[src/rtl/adder32_pkg.sv]
// Shared widths and state encoding for the adder32 sequencer and its helpers.
package adder32_pkg;

  localparam int DATA_W_DEF = 32;
  localparam int CNT_W_DEF  = 8;
  localparam int ACC_W_DEF  = DATA_W_DEF + CNT_W_DEF;

  typedef enum logic [1:0] {
    ST_IDLE  = 2'd0,
    ST_ACCUM = 2'd1,
    ST_DONE  = 2'd2
  } state_e;

endpackage

[src/rtl/adder32_golden.sv]
// Behavioural reference adder (DATA_W + DATA_W -> DATA_W+1) used to cross-check
// an external, possibly locked, adder instance.
module adder32_golden
  import adder32_pkg::*;
#(
  parameter int DATA_W = DATA_W_DEF
) (
  input  logic [DATA_W-1:0] add1,
  input  logic [DATA_W-1:0] add2,
  output logic [DATA_W:0]   sum
);

  assign sum = {1'b0, add1} + {1'b0, add2};

endmodule

[src/rtl/adder32_accum_seq.sv]
// Burst accumulator driving an external 32-bit adder; every adder result is
// compared with an internal golden sum and disagreements set a sticky flag.
module adder32_accum_seq
  import adder32_pkg::*;
#(
  parameter int DATA_W = DATA_W_DEF,
  parameter int CNT_W  = CNT_W_DEF
) (
  input  logic                    clk_i,
  input  logic                    rst_ni,
  input  logic                    start_i,
  input  logic [CNT_W-1:0]        len_i,
  input  logic                    op_valid_i,
  input  logic [DATA_W-1:0]       op_data_i,
  output logic                    op_ready_o,
  output logic [DATA_W-1:0]       add1_o,
  output logic [DATA_W-1:0]       add2_o,
  input  logic [DATA_W:0]         sum_i,
  output logic                    res_valid_o,
  output logic [DATA_W+CNT_W-1:0] res_data_o,
  input  logic                    res_ready_i,
  output logic                    mismatch_o,
  output logic                    busy_o
);

  localparam int ACC_W = DATA_W + CNT_W;

  state_e             state_r;
  logic [ACC_W-1:0]   acc_r;
  logic [ACC_W-1:0]   res_data_r;
  logic [CNT_W-1:0]   rem_r;
  logic               mismatch_r;
  logic               ready_r;
  logic               res_valid_r;
  logic               busy_r;

  logic               beat_s;
  logic [DATA_W-1:0]  add2_s;
  logic [DATA_W:0]    golden_s;
  logic [ACC_W-1:0]   acc_next_s;

  assign beat_s = op_valid_i & ready_r;

  // Operand path to the adder is only opened while accumulating.
  always_comb begin
    add2_s = '0;
    if (ready_r) begin
      add2_s = op_data_i;
    end else begin
      add2_s = '0;
    end
  end

  // Low half takes the adder sum directly; its carry-out bumps the upper counter bits.
  assign acc_next_s = {acc_r[ACC_W-1:DATA_W] + CNT_W'(sum_i[DATA_W]), sum_i[DATA_W-1:0]};

  adder32_golden #(
    .DATA_W (DATA_W)
  ) u_golden (
    .add1 (acc_r[DATA_W-1:0]),
    .add2 (add2_s),
    .sum  (golden_s)
  );

  // Sequencer FSM, remaining-count, accumulator and registered status outputs.
  always_ff @(posedge clk_i or negedge rst_ni) begin
    if (!rst_ni) begin
      state_r     <= ST_IDLE;
      acc_r       <= '0;
      res_data_r  <= '0;
      rem_r       <= '0;
      mismatch_r  <= 1'b0;
      ready_r     <= 1'b0;
      res_valid_r <= 1'b0;
      busy_r      <= 1'b0;
    end else begin
      case (state_r)
        ST_IDLE: begin
          if (start_i) begin
            acc_r      <= '0;
            mismatch_r <= 1'b0;
            busy_r     <= 1'b1;
            if (len_i != '0) begin
              rem_r   <= len_i;
              ready_r <= 1'b1;
              state_r <= ST_ACCUM;
            end else begin
              res_data_r  <= '0;
              res_valid_r <= 1'b1;
              state_r     <= ST_DONE;
            end
          end
        end
        ST_ACCUM: begin
          if (beat_s) begin
            acc_r      <= acc_next_s;
            rem_r      <= rem_r - CNT_W'(1);
            mismatch_r <= mismatch_r | (sum_i != golden_s);
            if (rem_r == CNT_W'(1)) begin
              res_data_r  <= acc_next_s;
              res_valid_r <= 1'b1;
              ready_r     <= 1'b0;
              state_r     <= ST_DONE;
            end
          end
        end
        ST_DONE: begin
          if (res_ready_i) begin
            res_valid_r <= 1'b0;
            busy_r      <= 1'b0;
            state_r     <= ST_IDLE;
          end
        end
        default: begin
          ready_r     <= 1'b0;
          res_valid_r <= 1'b0;
          busy_r      <= 1'b0;
          state_r     <= ST_IDLE;
        end
      endcase
    end
  end

  assign op_ready_o  = ready_r;
  assign add1_o      = acc_r[DATA_W-1:0];
  assign add2_o      = add2_s;
  assign res_valid_o = res_valid_r;
  assign res_data_o  = res_data_r;
  assign mismatch_o  = mismatch_r;
  assign busy_o      = busy_r;

endmodule

[config.mk]
export PLATFORM = sky130hd
export DESIGN_NAME = adder32_accum_seq
export DESIGN_NICKNAME = d
export VERILOG_FILES = /design/src/rtl/adder32_pkg.sv /design/src/rtl/adder32_golden.sv /design/src/rtl/adder32_accum_seq.sv
export SDC_FILE = /design/constraint.sdc
export NUM_CORES = 1
export LEC_CHECK = 0
export CORE_AREA = 8 8 123 125
export CTS_CLUSTER_DIAMETER = 200
export DETAILED_ROUTE_END_ITERATION = 8
export DIE_AREA = 0 0 131 133
export PLACE_DENSITY = 0.89
export SLEW_MARGIN = 10
export SYNTH_ARGS = -nofsm -noshare
export SYNTH_HDL_FRONTEND = slang
export SYNTH_SLANG_ARGS = --single-unit
[constraint.sdc]
create_clock -name clk_i -period 7.15 [get_ports clk_i]
set_clock_uncertainty 0.05 [all_clocks]
set_input_delay 0.715 -clock clk_i [delete_from_list [all_inputs] [get_ports clk_i]]
set_output_delay 0.715 -clock clk_i [all_outputs]
set_load 0.005 [all_outputs]
==> flow_metrics.py <==
metrics = {
    "outcome": {
        "status": "finished clean",
    },
    "clocking": {
        "cts_root_buf": "clkbuf_16",
        "clock_sinks": 94,
        "clkLatencyLatePin_ns": 0.35,
        "post_cts_resized": 0,
        "cts_hold_buf": 0,
        "post_cts_buffers": 0,
        "tritoncts": "yes",
        "cts_buffer_depth": 2,
        "cts_buffers": 9,
        "clk_pin_slew_ns": 0.07,
        "ctsHtreeMaxLevel": 3,
    },
    "pwr": {
        "leakage_nw": 3.57,
        "powerDensity_nw_per_um2": 370,
        "vdd_drop_max_v": 0.000225,
        "power.total_mw": 3.23,
    },
    "synth": {
        "synth-seq-cells": 94,
        "ys.flop_type": "dfrtp_1",
        "ys_warn_count": 0,
        "netlist_area_sq_um": 6810,
        "synth_cells": 835,
        "syn_area_per_cell_sq_um": 8.15,
        "ys_seq_area_frac": 0.345,
        "synth_fp_nets": 950,
        "ys_types": 75,
        "synthArstFlopShare": 1.00,
        "synth_edf_count": 0,
    },
    "sta": {
        "timing.final.crit_period_ns": 4.04,
        "clock.fmax_ghz": 0.247,
        "holdWs_ns": 0.234,
        "rsz0062_at_grt": "false",
        "tns_ns": 0,
        "finalCritPeriodShare": 0.566,
        "slew_violations": 0,
        "worst_pin_slew_ns": 1.09,
        "fin_ws_ns": 3.11,
        "hold_viol": 0,
        "finalSetupViolations": 0,
        "max-slew-margin-rel": 0.272,
    },
    "floorplan": {
        "ios": 186,
        "die_width_um": 131,
        "die_y_um": 133,
        "rows": 42,
        "start_util": 0.520,
        "core_area_sq_um": 13100,
        "die_area_sq_um": 17400,
    },
    "routing": {
        "drt-initial-drc-count": 450,
        "wire_per_inst_um": 17.9,
        "drc": 0,
        "via_count": 6497,
        "drt_first_pass_iters": 5,
        "viasPerCell": 5.70,
        "ant_nets": 0,
        "wl_mm": 20.4,
    },
    "setup_path": {
        "startpoint_type": "primary input",
        "worstPathRequired_ns": 7.33,
        "critPathArrivalTime_ns": 4.23,
        "cp_max_fo": 5,
        "cp-end-kind": "flop",
        "worstSetupPathType": "in2reg",
        "rrSetupSlack_ns": 3.22,
    },
    "layout": {
        "area_growth_pct": 28.1,
        "diodes": 0,
        "finalInstanceArea_sq_um": 8720,
        "drive_gt1_frac": 0.0467,
        "n_fill_cell": 1089,
        "multiInputGateArea_sq_um": 3970,
        "final_core_util": 0.666,
        "layout.cells.most_common": "clkdlybuf4s50_1",
        "final_cell_mix": "184 x clkdlybuf4s50_1, 159 x nand2_1, 105 x o21ai_0",
        "ff_latch_area_sq_um": 2350,
        "layout.nets": 1075,
        "finalNonFillerCells": 1139,
    },
    "global_routing": {
        "grt_use_total": 0.239,
        "grt_pass1_wl_mm": 33.3,
        "first_global_vias": 6505,
        "overflow": 0,
        "antenna_found_initial": 0,
        "grt_max_degree": 77,
    },
    "place": {
        "globalplace.congestion": 0.933,
        "pre_cts_ws_ns": 2.81,
        "dp_hpwl_mm": 16.0,
        "placed_cell_area_sq_um": 8460,
        "port_buffers": 185,
        "dp_cells": 1125,
    },
    "run": {
        "maxCapViolCount": 0,
    },
    "worst_hold_path": {
        "hold_class": "in2async",
    },
}
## cell families after synthesis
logic type / synth area share
xor gates and xnor gates: 0.0654
adders and majority gates: 0.0691
and+or+nand+nor: 0.221
AOI/OAI and AO/OA: 0.222
DFF: 0.345
buffers and inverters: 0.0726
muxes: 0.00459
## registers in the layout, summed over array words and instances (netlist names)
signal and cells:
mismatch_o 1, op_ready_o 1, res_valid_o 1, state_r 2, acc_r 40, busy_o 1, rem_r 8, res_data_o 40
## worst paths after layout
path | from | to | cells past startpoint
max in group asynchronous | rst_ni | res_data_o[27] | 2
worst min-delay path | rst_ni | res_data_o[11] | 1
min in group clk_i | res_data_o[18] | res_data_o[18] | 2
worst min register to register | res_data_o[18] | res_data_o[18] | 2
worst max register to register | op_ready_o | mismatch_o | 13
worst max-delay path | op_data_i[0] | mismatch_o | 15
## cell usage after synthesis, types with 3 or more instances
master	n	area share
nand2_1	159	0.088
o21ai_0	105	0.077
dfrtp_1	94	0.35
nor2_1	49	0.027
a21oi_1	42	0.031
ha_1	36	0.066
buf_4	35	0.039
and2_1	33	0.030
clkbuf_1	33	0.018
xnor2_1	33	0.042
nand4_1	17	0.016
xor2_1	16	0.021
nand3_1	15	0.011
inv_1	11	0.0061
o31ai_1	10	0.011
o21ai_1	9	0.0066
nor4_1	8	0.0074
o21a_1	8	0.0088
a21o_1	7	0.0077
a31oi_1	7	0.0064
and3_1	7	0.0064
nor3_1	7	0.0051
a22oi_1	6	0.0066
a211oi_1	5	0.0055
buf_6	5	0.0083
a2111oi_0	4	0.0051
nand2b_1	4	0.0037
o21bai_1	4	0.0044
a21oi_2	3	0.0039
a221oi_1	3	0.0039
a32oi_1	3	0.0039
## power breakdown
group	switching (mW)	internal (mW)	leakage [nW]
clock network	0.206	0.231	0.124
logic	1.10	0.844	2.21
registers	0.143	0.702	1.24
## worst max-delay path: stages
cell and delay, ns:
clkdlybuf4s50_1 0.44, and2_1 0.16, ha_1 0.22, inv_1 0.07
fa_1 0.40, and2b_1 0.23, o2111ai_1 0.17, nand2_2 0.16
a31oi_1 0.11, a2111oi_0 0.48, nand4_1 0.18, nor4b_2 0.27
nand4b_1 0.17, a2111oi_2 0.32, a31oi_1 0.12
## layer usage
metal,share of wire,global-route usage
met4,0.018,0.0810
met5,0,0
met3,0.087,0.0611
met2,0.49,0.395
met1,0.41,0.293
## layout make-up
class | count | share of cell area
tap | 176 | 0.0253
multi-input combinational | 655 | 0.456
sequential | 94 | 0.270
clock buffer | 10 | 0.0263
inverter | 11 | 0.00473
clock inverter | 4 | 0.00301
timing repair buffer | 189 | 0.215
Power figures use the tool's default switching activity.
